$ cat config.mk
export PLATFORM = sky130hd
export DESIGN_NAME = serial_add_ctrl_flat
export DESIGN_NICKNAME = d
export VERILOG_FILES = /design/src/rtl/serial_add_pkg.sv /design/src/rtl/serial_add_ctrl_if.sv /design/src/rtl/serial_add_ctrl_ha_cell.sv /design/src/rtl/serial_add_ctrl.sv /design/src/flat_wrapper.sv
export SDC_FILE = /design/constraint.sdc
export NUM_CORES = 1
export LEC_CHECK = 0
export BUFFER_PORTS_ARGS = -buffer_cell sky130_fd_sc_hd__buf_2
export CAP_MARGIN = 20
export CORE_MARGIN = 8
export CORE_UTILIZATION = 57
export DETAILED_ROUTE_END_ITERATION = 10
export PLACE_DENSITY = 0.83
export SLEW_MARGIN = 20
export SYNTH_ARGS = -nofsm -noshare
export SYNTH_HDL_FRONTEND = slang
export SYNTH_SLANG_ARGS = --single-unit
$ cat constraint.sdc
create_clock -name clk -period 3.12 [get_ports clk]
set_clock_uncertainty 0.05 [all_clocks]
set_input_delay 0.624 -clock clk [delete_from_list [all_inputs] [get_ports clk]]
set_output_delay 0.624 -clock clk [all_outputs]
set_load 0.05 [all_outputs]
$ cat src/rtl/serial_add_pkg.sv
// rtl/serial_add_pkg.sv - shared state codes and default width for the bit-serial adder controller
package serial_add_pkg;

    localparam int DEFAULT_WIDTH = 8;

    typedef enum logic [1:0] {
        ST_IDLE = 2'b00,
        ST_RUN  = 2'b01,
        ST_DONE = 2'b10
    } state_e;

endpackage

$ cat src/rtl/serial_add_ctrl_if.sv
// rtl/serial_add_ctrl_if.sv - request/result handshake bundle between a datapath and the serial adder
interface serial_add_ctrl_if
    import serial_add_pkg::*;
#(
    parameter int WIDTH = DEFAULT_WIDTH
);

    logic             start_valid;
    logic             start_ready;
    logic [WIDTH-1:0] a_in;
    logic [WIDTH-1:0] b_in;
    logic [WIDTH-1:0] sum_out;
    logic             carry_out;
    logic             done_valid;
    logic             done_ready;

    modport master (
        output start_valid, a_in, b_in, done_ready,
        input  start_ready, sum_out, carry_out, done_valid
    );

    modport slave (
        input  start_valid, a_in, b_in, done_ready,
        output start_ready, sum_out, carry_out, done_valid
    );

endinterface

$ cat src/rtl/serial_add_ctrl_ha_cell.sv
// rtl/serial_add_ctrl_ha_cell.sv - gate-level half adder, two of which form the serial full adder
module ha_cell (
    input  logic a,
    input  logic b,
    output logic sum,
    output logic carry
);

    xor u_xor (sum, a, b);
    and u_and (carry, a, b);

endmodule

$ cat src/rtl/serial_add_ctrl.sv
// rtl/serial_add_ctrl.sv - bit-serial adder controller: one full-adder cell stepped LSB first over WIDTH cycles
module serial_add_ctrl
    import serial_add_pkg::*;
#(
    parameter int WIDTH = DEFAULT_WIDTH
) (
    input  logic             clk,
    input  logic             rst,
    serial_add_ctrl_if.slave bus,
    output logic             busy
);

    localparam int CNT_W = $clog2(WIDTH + 1);

    state_e             state_q, state_d;
    logic [WIDTH-1:0]   a_q, a_d;
    logic [WIDTH-1:0]   b_q, b_d;
    logic [WIDTH-1:0]   sum_q, sum_d;
    logic               c_q, c_d;
    logic [CNT_W-1:0]   cnt_q, cnt_d;

    logic ha1_sum, ha1_carry, fa_sum, ha2_carry, fa_carry;
    logic accept, last_bit, release_done;

    ha_cell u_ha1 (.a(a_q[0]),  .b(b_q[0]), .sum(ha1_sum), .carry(ha1_carry));
    ha_cell u_ha2 (.a(ha1_sum), .b(c_q),    .sum(fa_sum),  .carry(ha2_carry));

    assign fa_carry     = ha1_carry | ha2_carry;
    assign accept       = bus.start_valid & bus.start_ready;
    assign last_bit     = (cnt_q == CNT_W'(WIDTH - 1));
    assign release_done = bus.done_valid & bus.done_ready;

    always_ff @(posedge clk or posedge rst) begin
        if (rst) begin
            state_q <= ST_IDLE;
            a_q     <= '0;
            b_q     <= '0;
            sum_q   <= '0;
            c_q     <= 1'b0;
            cnt_q   <= '0;
        end else begin
            state_q <= state_d;
            a_q     <= a_d;
            b_q     <= b_d;
            sum_q   <= sum_d;
            c_q     <= c_d;
            cnt_q   <= cnt_d;
        end
    end

    always_comb begin
        state_d = ST_IDLE;
        case (state_q)
            ST_IDLE: state_d = accept       ? ST_RUN  : ST_IDLE;
            ST_RUN:  state_d = last_bit     ? ST_DONE : ST_RUN;
            ST_DONE: state_d = release_done ? ST_IDLE : ST_DONE;
            default: state_d = ST_IDLE;
        endcase
    end

    // Registers hold outside of accept/RUN so the result survives DONE and IDLE.
    always_comb begin
        a_d   = a_q;
        b_d   = b_q;
        sum_d = sum_q;
        c_d   = c_q;
        cnt_d = cnt_q;
        if (state_q == ST_IDLE && accept) begin
            a_d   = bus.a_in;
            b_d   = bus.b_in;
            sum_d = '0;
            c_d   = 1'b0;
            cnt_d = '0;
        end else if (state_q == ST_RUN) begin
            a_d   = a_q >> 1;
            b_d   = b_q >> 1;
            sum_d = {fa_sum, sum_q[WIDTH-1:1]};
            c_d   = fa_carry;
            cnt_d = cnt_q + CNT_W'(1);
        end
    end

    always_comb begin
        bus.start_ready = 1'b0;
        bus.done_valid  = 1'b0;
        busy            = 1'b0;
        case (state_q)
            ST_IDLE: bus.start_ready = ~rst;
            ST_RUN:  busy = 1'b1;
            ST_DONE: begin
                bus.done_valid = 1'b1;
                busy           = 1'b1;
            end
            default: ;
        endcase
    end

    assign bus.sum_out   = sum_q;
    assign bus.carry_out = c_q;

endmodule

$ cat src/flat_wrapper.sv
// flat-port wrapper written by rule: the top's interface ports become plain ports
module serial_add_ctrl_flat import serial_add_pkg::*;
#(
    parameter int WIDTH = DEFAULT_WIDTH
)
  (clk, rst, busy, bus_start_valid, bus_a_in, bus_b_in, bus_done_ready, bus_start_ready, bus_sum_out, bus_carry_out, bus_done_valid);
  serial_add_ctrl_if #(.WIDTH(WIDTH)) bus_i ();
  input  logic clk;
  input  logic rst;
  output logic busy;
  input wire logic [$bits(bus_i.start_valid)-1:0] bus_start_valid;
  input wire logic [$bits(bus_i.a_in)-1:0] bus_a_in;
  input wire logic [$bits(bus_i.b_in)-1:0] bus_b_in;
  input wire logic [$bits(bus_i.done_ready)-1:0] bus_done_ready;
  output wire logic [$bits(bus_i.start_ready)-1:0] bus_start_ready;
  output wire logic [$bits(bus_i.sum_out)-1:0] bus_sum_out;
  output wire logic [$bits(bus_i.carry_out)-1:0] bus_carry_out;
  output wire logic [$bits(bus_i.done_valid)-1:0] bus_done_valid;
  assign bus_i.start_valid = bus_start_valid;
  assign bus_i.a_in = bus_a_in;
  assign bus_i.b_in = bus_b_in;
  assign bus_i.done_ready = bus_done_ready;
  assign bus_start_ready = bus_i.start_ready;
  assign bus_sum_out = bus_i.sum_out;
  assign bus_carry_out = bus_i.carry_out;
  assign bus_done_valid = bus_i.done_valid;
  serial_add_ctrl #(.WIDTH(WIDTH)) u_core (.clk(clk), .rst(rst), .bus(bus_i), .busy(busy));
endmodule
==> metrics.yaml, run 1 <==
outcome: "finished clean"
drt_iter0_drc: 23
row_count: 19
viasPerCell: 5.42
max_slew_margin_pct: 68.9
highest_layer: "met4"
netlist-cell-type-count: 22
cp-end-kind: "output pin"
finalNetCount: 192
wl_per_cell_microns: 13.9
fin_tns_setup_ns: 0
dr.pass1.iters: 4
n_antenna_cell: 0
worstMarginPinSlew_ns: 0.466
clock_sinks: 31
synthAdderAreaFrac_pct: 5.37
fp.dieW_microns: 67.9
r2r_cells: 5
synth-seq-cells: 31
cellLeakagePower_uw: 0.000929
wl_microns: 2760
synth.avg_cell_area_sq_um: 11.5
cp-start-kind: "flop"
clockBufferDepth: 2
drive_gt1_share_pct: 31.1
ys.flop_type: "dfrtp_1"
area_growth_pct: 12.6
layoutNonFillerInstCount: 198
cts_hold_buf: 0
grt_pass1_wl_microns: 4550
vias: 1073
synth_top_area_cell: "dfrtp_1"
holdCritPathClass: "in2async"
yosys_warnings: 0
synth_common_cells: "dfrtp_1, mux2i_1, nand2_1"
period_share_pct: 66.5
synthMuxAreaShare_pct: 15.6
synth-simple-area-share_pct: 12.0
place_hpwl_microns: 1940
antenna_found_initial: 0
place_congestion: 0.695
ys_async_sr_fraction_pct: 100
clk_pin_slew_ns: 0.10
synth_top_family_by_area: "multiplexers"
total_power_uw: 1860
met2_length_microns: 1430
yosysSeqAreaShare_pct: 50.4
syn_area_sq_um: 1540
dp.cells: 190
slew_viol_final: 0
cellPowerDensity_nw_per_um2: 1070
htreeDepth: 2
synth_edf_count: 0
yosysMostFrequentCell: "dfrtp_1"
period_minus_slack_ns: 2.07
drc: 0
die_area_sq_um: 4620
synth_area_leaders: "dfrtp_1, mux2i_1, o21ai_2"
cts-root-buf: "clkbuf_4"
synth-xor-area-share_pct: 1.71
postCtsSetupBuffers: 0
grt_max_degree: 44
core_area_sq_um: 2660
irDropWorstVdd_mv: 0.926
routed-wl-met3_microns: 189
start_util_pct: 57.8
synthCells: 134
grt_pass1_vias: 1055
grtUsageTotal_pct: 13.2
finalSetupViolCount: 0
arrival_ns: 1.40
cts_resized: 0
rsz0062_at_grt: "no"
numCtsBuffers: 5
final_util_pct: 65.0
numPortBuffers: 31
maxCapViolCount: 0
cts_tree: "built"
fmax_ghz: 0.482
synth_compound_area_share_pct: 8.22
pin_count: 32
worstSetupPathType: "reg2out"
hold_violations: 0
crit_fanout: 3
netlist.area_leader.share_pct: 50.4
cp.required_ns: 2.45
clock_latency_ns: 0.32
grt-ovfl-total: 0
synth.net_count: 160
die_y_microns: 67.9
ant_nets: 0
drt-met1-wl_microns: 1120
sequential cells by signal (all words and copies together), names as in the netlist:
| name | count |
|---|---|
| u_core.bus.sum_out | 8 |
| u_core.a_q | 8 |
| u_core.cnt_q | 4 |
| u_core.state_q | 2 |
| u_core.bus.carry_out | 1 |
| u_core.b_q | 8 |
cells by family after synthesis:
kind of cell | after synthesis
simple gates | 41
flops | 31
mux | 24
compound gates | 17
buf+inv | 12
fa+ha+maj | 6
xor+xnor | 3
path summary, 6_finish.rpt:
check | start | to | slack (ns)
worst max-delay path | u_core.state_q[0]$_DFF_PP0_ | bus_start_ready | 1.05
worst min-delay path | rst | u_core.b_q[1]$_DFFE_PP0P_ | 0.33
worst max register to register | u_core.state_q[0]$_DFF_PP0_ | u_core.a_q[1]$_DFFE_PP0P_ | 1.49
worst min register to register | u_core.bus.sum_out[0]$_DFFE_PP0P_ | u_core.bus.sum_out[0]$_DFFE_PP0P_ | 0.48
max in group asynchronous | rst | u_core.bus.sum_out[4]$_DFFE_PP0P_ | 2.40
min in group clk | bus_b_in[7] | u_core.b_q[7]$_DFFE_PP0P_ | 0.44
critical path: stages (launching register included):
cell and delay, ns:
dfrtp_1 0.42, inv_1 0.09, ha_1 0.20, and2b_1 0.13, buf_2 0.25
final cells by class:
cell class                 count  area [sq um]
clock buffer                   8          68.8
fill                         235           931
inverter                       3          11.3
multi-input combinational     91           659
sequential                    31           776
tap                           31          38.8
timing repair buffer          34           178
metal layers:
layer / track usage [%] / up-vias
li1: - / 520
met1: 13.9 / 518
met2: 22.5 / 31
met3: 5.89 / 4
met4: 5.37 / 0
met5: 0 / -
per-stage QoR:
step | hold WS [ns] | worst slack (ns) | instance area (sq um)
floorplan | 0.429 | 1.36 | 1540
global placement | 0.451 | 1.29 | 1660
detailed placement | 0.460 | 1.28 | 1660
CTS | 0.330 | 1.02 | 1730
global route | 0.367 | 0.949 | 1730
finish | 0.335 | 1.05 | 1730
power breakdown:
part | total [uW] | switching [uW] | leakage [uW] | internal (uW)
Combinational | 907 | 574 | 0.000491 | 333
Sequential | 691 | 116 | 0.000399 | 575
Clock | 262 | 130 | 0.0000386 | 133
Total | 1860 | 819 | 0.000929 | 1040
cell usage in the layout, fill, tap and decap left out:
cell type	count
o21ai_0	4
and2b_1	1
a21oi_1	2
nand2b_1	1
and3b_1	1
mux2i_1	24
clkbuf_4	5
buf_4	3
xnor2_1	1
clkbuf_1	1
ha_1	5
nand2_1	20
o21ai_2	11
nor2_1	13
clkbuf_8	2
fa_1	1
buf_2	31
nand4b_1	1
nand3b_1	3
xor2_1	2
dfrtp_1	31
inv_1	3
nand4_1	1
(Power assumes the default switching activity.)
==> run 2: changes to the inputs <==
CORE_UTILIZATION = 48   (was 57)
PLACE_DENSITY = 0.74   (was 0.83)
clock period = 1.8 ns   (was 3.12 ns; I/O delays follow)
==> run 2 against run 1 <==
Against the previous run: count of clock-buffer cells in the layout shrank 1; power up 72%; wire length down 2.2%; die area rose by 14%; combinational power up 81%; utilization shrank 6.9 points; clock power rose by 44%; critical path depth stayed put; non-clock buffer count up 2; setup slack lost 0.94 ns; flip-flop and latch count unchanged; largest cell class unchanged.
==> metrics.yaml, run 2 (same netlist as run 1, synthesis figures left out) <==
grt-ovfl-total: 0  # unchanged
crit_chain: "inv_1 > ha_1 > and2b_1 > buf_6"
vias: 1019  # -5.0%
drt_iter0_drc: 48  # +110%
max_stage_delay_ns: 0.40  # -0.02 ns
p_switching_uw: 1410  # +72%
pin_count: 32  # unchanged
worstMarginPinSlew_ns: 0.384  # -0.0819 ns
cp-end-kind: "output pin"
arrival_ns: 1.29  # -0.11 ns
placed_area_sq_um: 1700  # +2.5%
wl_microns: 2700  # -2.2%
antenna_found_initial: 0  # unchanged
grt_pass1_wl_microns: 4660  # +2.4%
intPower_uw: 1790  # +72%
grtUsageTotal_pct: 11.2  # -2.0 points
drive_gt1_share_pct: 31.4  # +0.22 points
ant_nets: 0  # unchanged
wl_per_cell_microns: 12.7  # -9.1%
clock_latency_ns: 0.32  # about the same
grt_use_met2_pct: 17.6  # -4.9 points
place_hpwl_microns: 1890  # -2.6%
holdCritPathClass: "in2async"
area_growth_pct: 15.5
dp.cells: 203  # +6.8%
numCtsBuffers: 5  # unchanged
fp.dieW_microns: 72.6  # +6.9%
drc: 0  # unchanged
finalSetupViolCount: 0  # unchanged
die_area_sq_um: 5270  # +14%
layout_commonest_cell: "dfrtp_1"
layoutNonFillerInstCount: 213  # +7.6%
sw_frac_of_total_pct: 44.1  # about the same
start_util_pct: 50.4  # -7.4 points
fin_tns_setup_ns: 0  # unchanged
viasPerCell: 4.78  # -12%
grt_pass1_vias: 1053  # -0.19%
rsz0062_at_grt: "no"
htreeDepth: 2  # unchanged
cp_slowest_cell: "dfrtp_1"
irDropWorstVdd_mv: 0.792  # -14%
power.share.combinational_pct: 51.2  # +2.4 points
die_y_microns: 72.6  # +6.9%
n_antenna_cell: 0  # unchanged
maxCapViolCount: 0  # unchanged
row_count: 20  # +1
nFillCells: 297  # +26%
power.share.sequential_pct: 37.0  # about the same
finalNetCount: 194  # +1.0%
layout_common_cells: "dfrtp_1, buf_2, mux2i_1"
pre_cts_slack_ns: 0.345  # -0.939 ns
cts_hold_buf: 0  # unchanged
core_area_sq_um: 3050  # +15%
fmax_ghz: 0.590
grt-busiest-layer: "met2"
period_minus_slack_ns: 1.70
cellLeakagePower_uw: 0.000939  # +1.1%
outcome: "finished clean"
clockBufferDepth: 2  # unchanged
setup_ws_ns: 0.105  # -0.942 ns
period_share_pct: 94.2
cp.required_ns: 1.39  # -1.06 ns
dr.pass1.iters: 4  # unchanged
grt_max_degree: 44  # unchanged
cp-start-kind: "flop"
hold_violations: 0  # unchanged
slew_viol_final: 0  # unchanged
max_slew_margin_pct: 74.4  # +5.5 points
worstSetupPathType: "reg2out"
clock_sinks: 31  # unchanged
p_clk_share_pct: 11.7  # -2.4 points
cts_tree: "built"
cellPowerDensity_nw_per_um2: 1800  # +68%
met3_usage_pct: 5.49  # -0.40 points
place_congestion: 0.682  # -1.9%
clk_pin_slew_ns: 0.10  # about the same
fin_area_sq_um: 1780  # +2.5%
cts-root-buf: "clkbuf_4"
crit_fanout: 3  # unchanged
numPortBuffers: 31  # unchanged
final_util_pct: 58.2  # -6.9 points
grt_use_met1_pct: 13.1  # -0.84 points
run 2: cell type report:
cell class	count	area (sq um)	area share (%)
clock inverters	1	5.00	0.282
flip-flops and latches	31	776	43.7
clock buffers	7	45.0	2.54
well taps	44	55.1	3.10
inverters	3	11.3	0.634
repair buffers	36	224	12.6
multi-input cells	91	659	37.1
run 2: power groups by stage:
stage | combinational, uW | sequential (uW) | clock (uW)
final | 1640 | 1190 | 376
after detailed placement | 1620 | 1210 | 0
after floorplan | 1080 | 1470 | 0
after CTS | 1630 | 1200 | 393
after global routing | 1800 | 1230 | 421
after global placement | 1570 | 1190 | 0
run 2: path summary, 6_finish.rpt:
kind,startpoint,end,slack [ns],cells past startpoint
max in group asynchronous,rst,u_core.b_q[4]$_DFFE_PP0P_,1.35,3
min in group clk,bus_b_in[7],u_core.b_q[7]$_DFFE_PP0P_,0.19,3
worst max register to register,u_core.state_q[1]$_DFF_PP0_,u_core.a_q[3]$_DFFE_PP0P_,0.37,6
worst min register to register,u_core.a_q[7]$_DFFE_PP0P_,u_core.a_q[7]$_DFFE_PP0P_,0.47,2
worst max-delay path,u_core.state_q[1]$_DFF_PP0_,bus_start_ready,0.10,4
worst min-delay path,rst,u_core.cnt_q[3]$_DFFE_PP0P_,0.07,3
run 2: routing by layer:
metal  routed length, microns  share of wire (%)
met5                        0                  0
met4                        9               0.33
met3                      171                6.3
met2                     1250                 46
met1                     1270                 47
run 2: worst max-delay path, delay by kind of cell (launching register included):
kind / cells / cell delay (ns)
buffers and inverters: 2 / 0.25
DFF: 1 / 0.40
and+or+nand+nor: 1 / 0.15
adders and majority gates: 1 / 0.18
run 2: through the flow:
stage | hold WS (ns) | power [uW]
2_1_floorplan | 0.414 | 2550
3_3_place_gp | 0.425 | 2770
3_5_place_dp | 0.433 | 2830
4_1_cts | 0.0737 | 3220
5_1_grt | 0.112 | 3450
6_report | 0.0732 | 3200
run 2: repair_timing:
item,in CTS,in global routing
gates resized for setup,1,1
endpoints found under the setup margin,1,1
pin swaps,0,0
buffers inserted,0,2
==> run 3: changes to the inputs <==
ABC_AREA = 1   (was unset)
CORE_UTILIZATION = 49   (was 48)
PLACE_DENSITY = 0.75   (was 0.74)
==> run 3 against run 2 <==
Against the previous run: area after synthesis grew 10%; flip-flop and latch count unchanged; global-route usage increased by 2.9 points.
==> metrics.yaml, run 3 <==
outcome: "finished clean"
die_y_microns: 74.8  # +3.0%
htreeDepth: 2  # unchanged
grt_max_degree: 46  # +4.5%
slew_viol_final: 0  # unchanged
synth_edf_count: 0  # unchanged
wl_microns: 3390  # +25%
max_slew_margin_pct: 69.8  # -4.5 points
postCtsSetupBuffers: 0  # unchanged
total_power_uw: 3290  # +2.8%
clock_latency_ns: 0.33  # about the same
layout_common_cells: "nand2_1, dfrtp_1, buf_2"
holdCritPathClass: "in2async"
pre_cts_slack_ns: 0.222  # -0.123 ns
rsz0062_at_grt: "no"
worstMarginPinSlew_ns: 0.453  # +0.0682 ns
critical_path_buf_inv_count: 3  # +1
place_hpwl_microns: 2300  # +22%
irDropWorstVdd_mv: 0.892  # +13%
synthCells: 217  # +62%
regToRegStartpoint: "u_core.state_q[1]$_DFF_PP0_"
finalSetupViolCount: 0  # unchanged
area_growth_pct: 14.6
grt_pass1_vias: 1418  # +35%
final_util_pct: 58.1  # -0.075 points
cellPowerDensity_nw_per_um2: 1700  # -5.8%
clock_sinks: 31  # unchanged
pin_count: 32  # unchanged
grt-ovfl-total: 0  # unchanged
cpMostUsedCell: "inv_2"
cp_slowest_cell: "dfrtp_1"
antenna_found_initial: 0  # unchanged
synth_area_leaders: "dfrtp_1, nand2_1, nand3b_1"
power.share.sequential_pct: 35.5  # -1.5 points
synth_top_family_by_area: "simple AND/OR/NAND/NOR gates"
cellLeakagePower_uw: 0.00113  # +21%
synthAdderAreaFrac_pct: 4.88  # -0.49 points
drt_iter0_drc: 138  # +190%
clockBufferDepth: 2  # unchanged
ys_async_sr_fraction_pct: 100  # unchanged
clk_pin_slew_ns: 0.10  # about the same
start_util_pct: 50.7  # +0.32 points
period_share_pct: 95.6  # +1.4 points
drc: 0  # unchanged
netlist-cell-type-count: 17  # -23%
wl_per_cell_microns: 11.5  # -9.4%
layout_commonest_cell: "nand2_1"
ys.flop_type: "dfrtp_1"
grt_pass1_wl_microns: 6110  # +31%
fmax_ghz: 0.581  # -1.5%
fin_tns_setup_ns: 0  # unchanged
p_clk_share_pct: 12.7  # +1.0 points
n_antenna_cell: 0  # unchanged
synth-xor-area-share_pct: 0  # -1.7 points
sw_frac_of_total_pct: 47.4  # +3.3 points
r2r_cells: 6  # unchanged
cp-start-kind: "flop"
intPower_uw: 1730  # -3.3%
power.share.combinational_pct: 51.8  # +0.6 points
arrival_ns: 1.31  # +0.02 ns
cts_tree: "built"
synth_compound_area_share_pct: 3.55  # -4.7 points
synthMuxAreaShare_pct: 0  # -16 points
numCtsBuffers: 5  # unchanged
synth_top_area_cell: "dfrtp_1"
yosysSeqAreaShare_pct: 45.9  # -4.6 points
max_stage_delay_ns: 0.42  # +0.02 ns
place_congestion: 0.745  # +9.3%
synth-seq-cells: 31  # unchanged
viasPerCell: 4.83  # +0.97%
dr.pass1.iters: 4  # unchanged
cp.required_ns: 1.39  # about the same
synth.avg_cell_area_sq_um: 7.80  # -32%
synth.net_count: 243  # +52%
finalNetCount: 275  # +42%
grtUsageTotal_pct: 14.1  # +2.9 points
numPortBuffers: 31  # unchanged
crit_chain: "inv_2 > ha_4 > inv_2 > nor2_4 > buf_8"
die_area_sq_um: 5590  # +6.0%
hold_violations: 0  # unchanged
worstSetupPathType: "reg2out"
vias: 1425  # +40%
cts-root-buf: "clkbuf_4"
maxCapViolCount: 0  # unchanged
crit_fanout: 3  # unchanged
setup_ws_ns: 0.0788  # -0.0258 ns
cp_top_family: "flip-flops"
yosys_warnings: 0  # unchanged
row_count: 21  # +5.0%
cp-end-kind: "output pin"
syn_area_sq_um: 1690  # +10%
netlist.area_leader.share_pct: 45.9  # -4.6 points
hold_slack_ns: 0.126  # +0.0524 ns
fp.dieW_microns: 74.8  # +3.0%
period_minus_slack_ns: 1.72  # +0.0258 ns
core_area_sq_um: 3340  # +9.3%
ant_nets: 0  # unchanged
p_switching_uw: 1560  # +11%
drive_gt1_share_pct: 20.9  # -10 points
cp_num_cells: 5  # +1
yosysMostFrequentCell: "nand2_1"
synth_common_cells: "nand2_1, dfrtp_1, inv_1"
r2r_end: "u_core.state_q[0]$_DFF_PP0_"
rrSetupSlack_ns: 0.29  # -0.08 ns
synth-simple-area-share_pct: 35.3  # +23 points
## run 3: changes by cell type in the layout (fill, tap and decap cells not counted), moves of 7 or more
cell,delta
nand2_1,+72
inv_1,+15
nor2_1,-7
mux2i_1,-24
o21ai_2,-11
nand3b_1,+11
nand3_1,+19
## run 3: kinds of logic after synthesis
family | Yosys count
and+or+nand+nor | 133
buffers and inverters | 35
DFF | 31
AOI/OAI and AO/OA | 12
adders and majority gates | 6
## run 3: routing by layer
layer	global-route usage, %	wire, microns
met5	0	0
met4	4.78	49
met3	5.73	278
met2	21.9	1500
met1	17.3	1560
## run 3: layout make-up
type	instances	area (sq um)
fill	333	1400
sequential	31	776
multi-input combinational	151	752
timing repair buffer	37	210
inverter	23	86.3
tap	46	57.6
clock buffer	6	51.3
clock inverter	1	5.00
## run 3: what timing repair did
item	CTS	global route
endpoints found under the setup margin	1	3
hold buffers	0	0
gates resized for setup	5	2
## run 3: per-stage QoR
stage                     cell area [sq um]  std cells
after floorplan                        1690        217
after global placement                 1860        288
after detailed placement               1860        288
after CTS                              1940        295
after global routing                   1940        295
final                                  1940        295
## run 3: worst max-delay path by stage
stage                     slack, ns                     endpoint                         from
after detailed placement       0.22  u_core.state_q[0]$_DFF_PP0_  u_core.state_q[1]$_DFF_PP0_
after CTS                      0.01              bus_start_ready  u_core.state_q[1]$_DFF_PP0_
after floorplan                0.32              bus_start_ready  u_core.state_q[0]$_DFF_PP0_
after global routing           0.01              bus_start_ready  u_core.state_q[1]$_DFF_PP0_
final                          0.08              bus_start_ready  u_core.state_q[1]$_DFF_PP0_
after global placement         0.27  u_core.state_q[0]$_DFF_PP0_  u_core.state_q[0]$_DFF_PP0_
## run 3: power groups by stage
stage               clock network, uW  logic (uW)  registers, uW
floorplan                           0        1150           1400
global placement                    0        1630           1180
detailed placement                  0        1670           1180
CTS                               432        1720           1170
global route                      458        1960           1210
finish                            418        1710           1170
## run 3: worst register-to-register path, cell delays in order (launching register included)
cell and delay, ns:
dfrtp_1 0.42, inv_2 0.09, ha_4 0.15, nand3_4 0.36
nand2_1 0.22, nand2_1 0.06, nor2_1 0.08
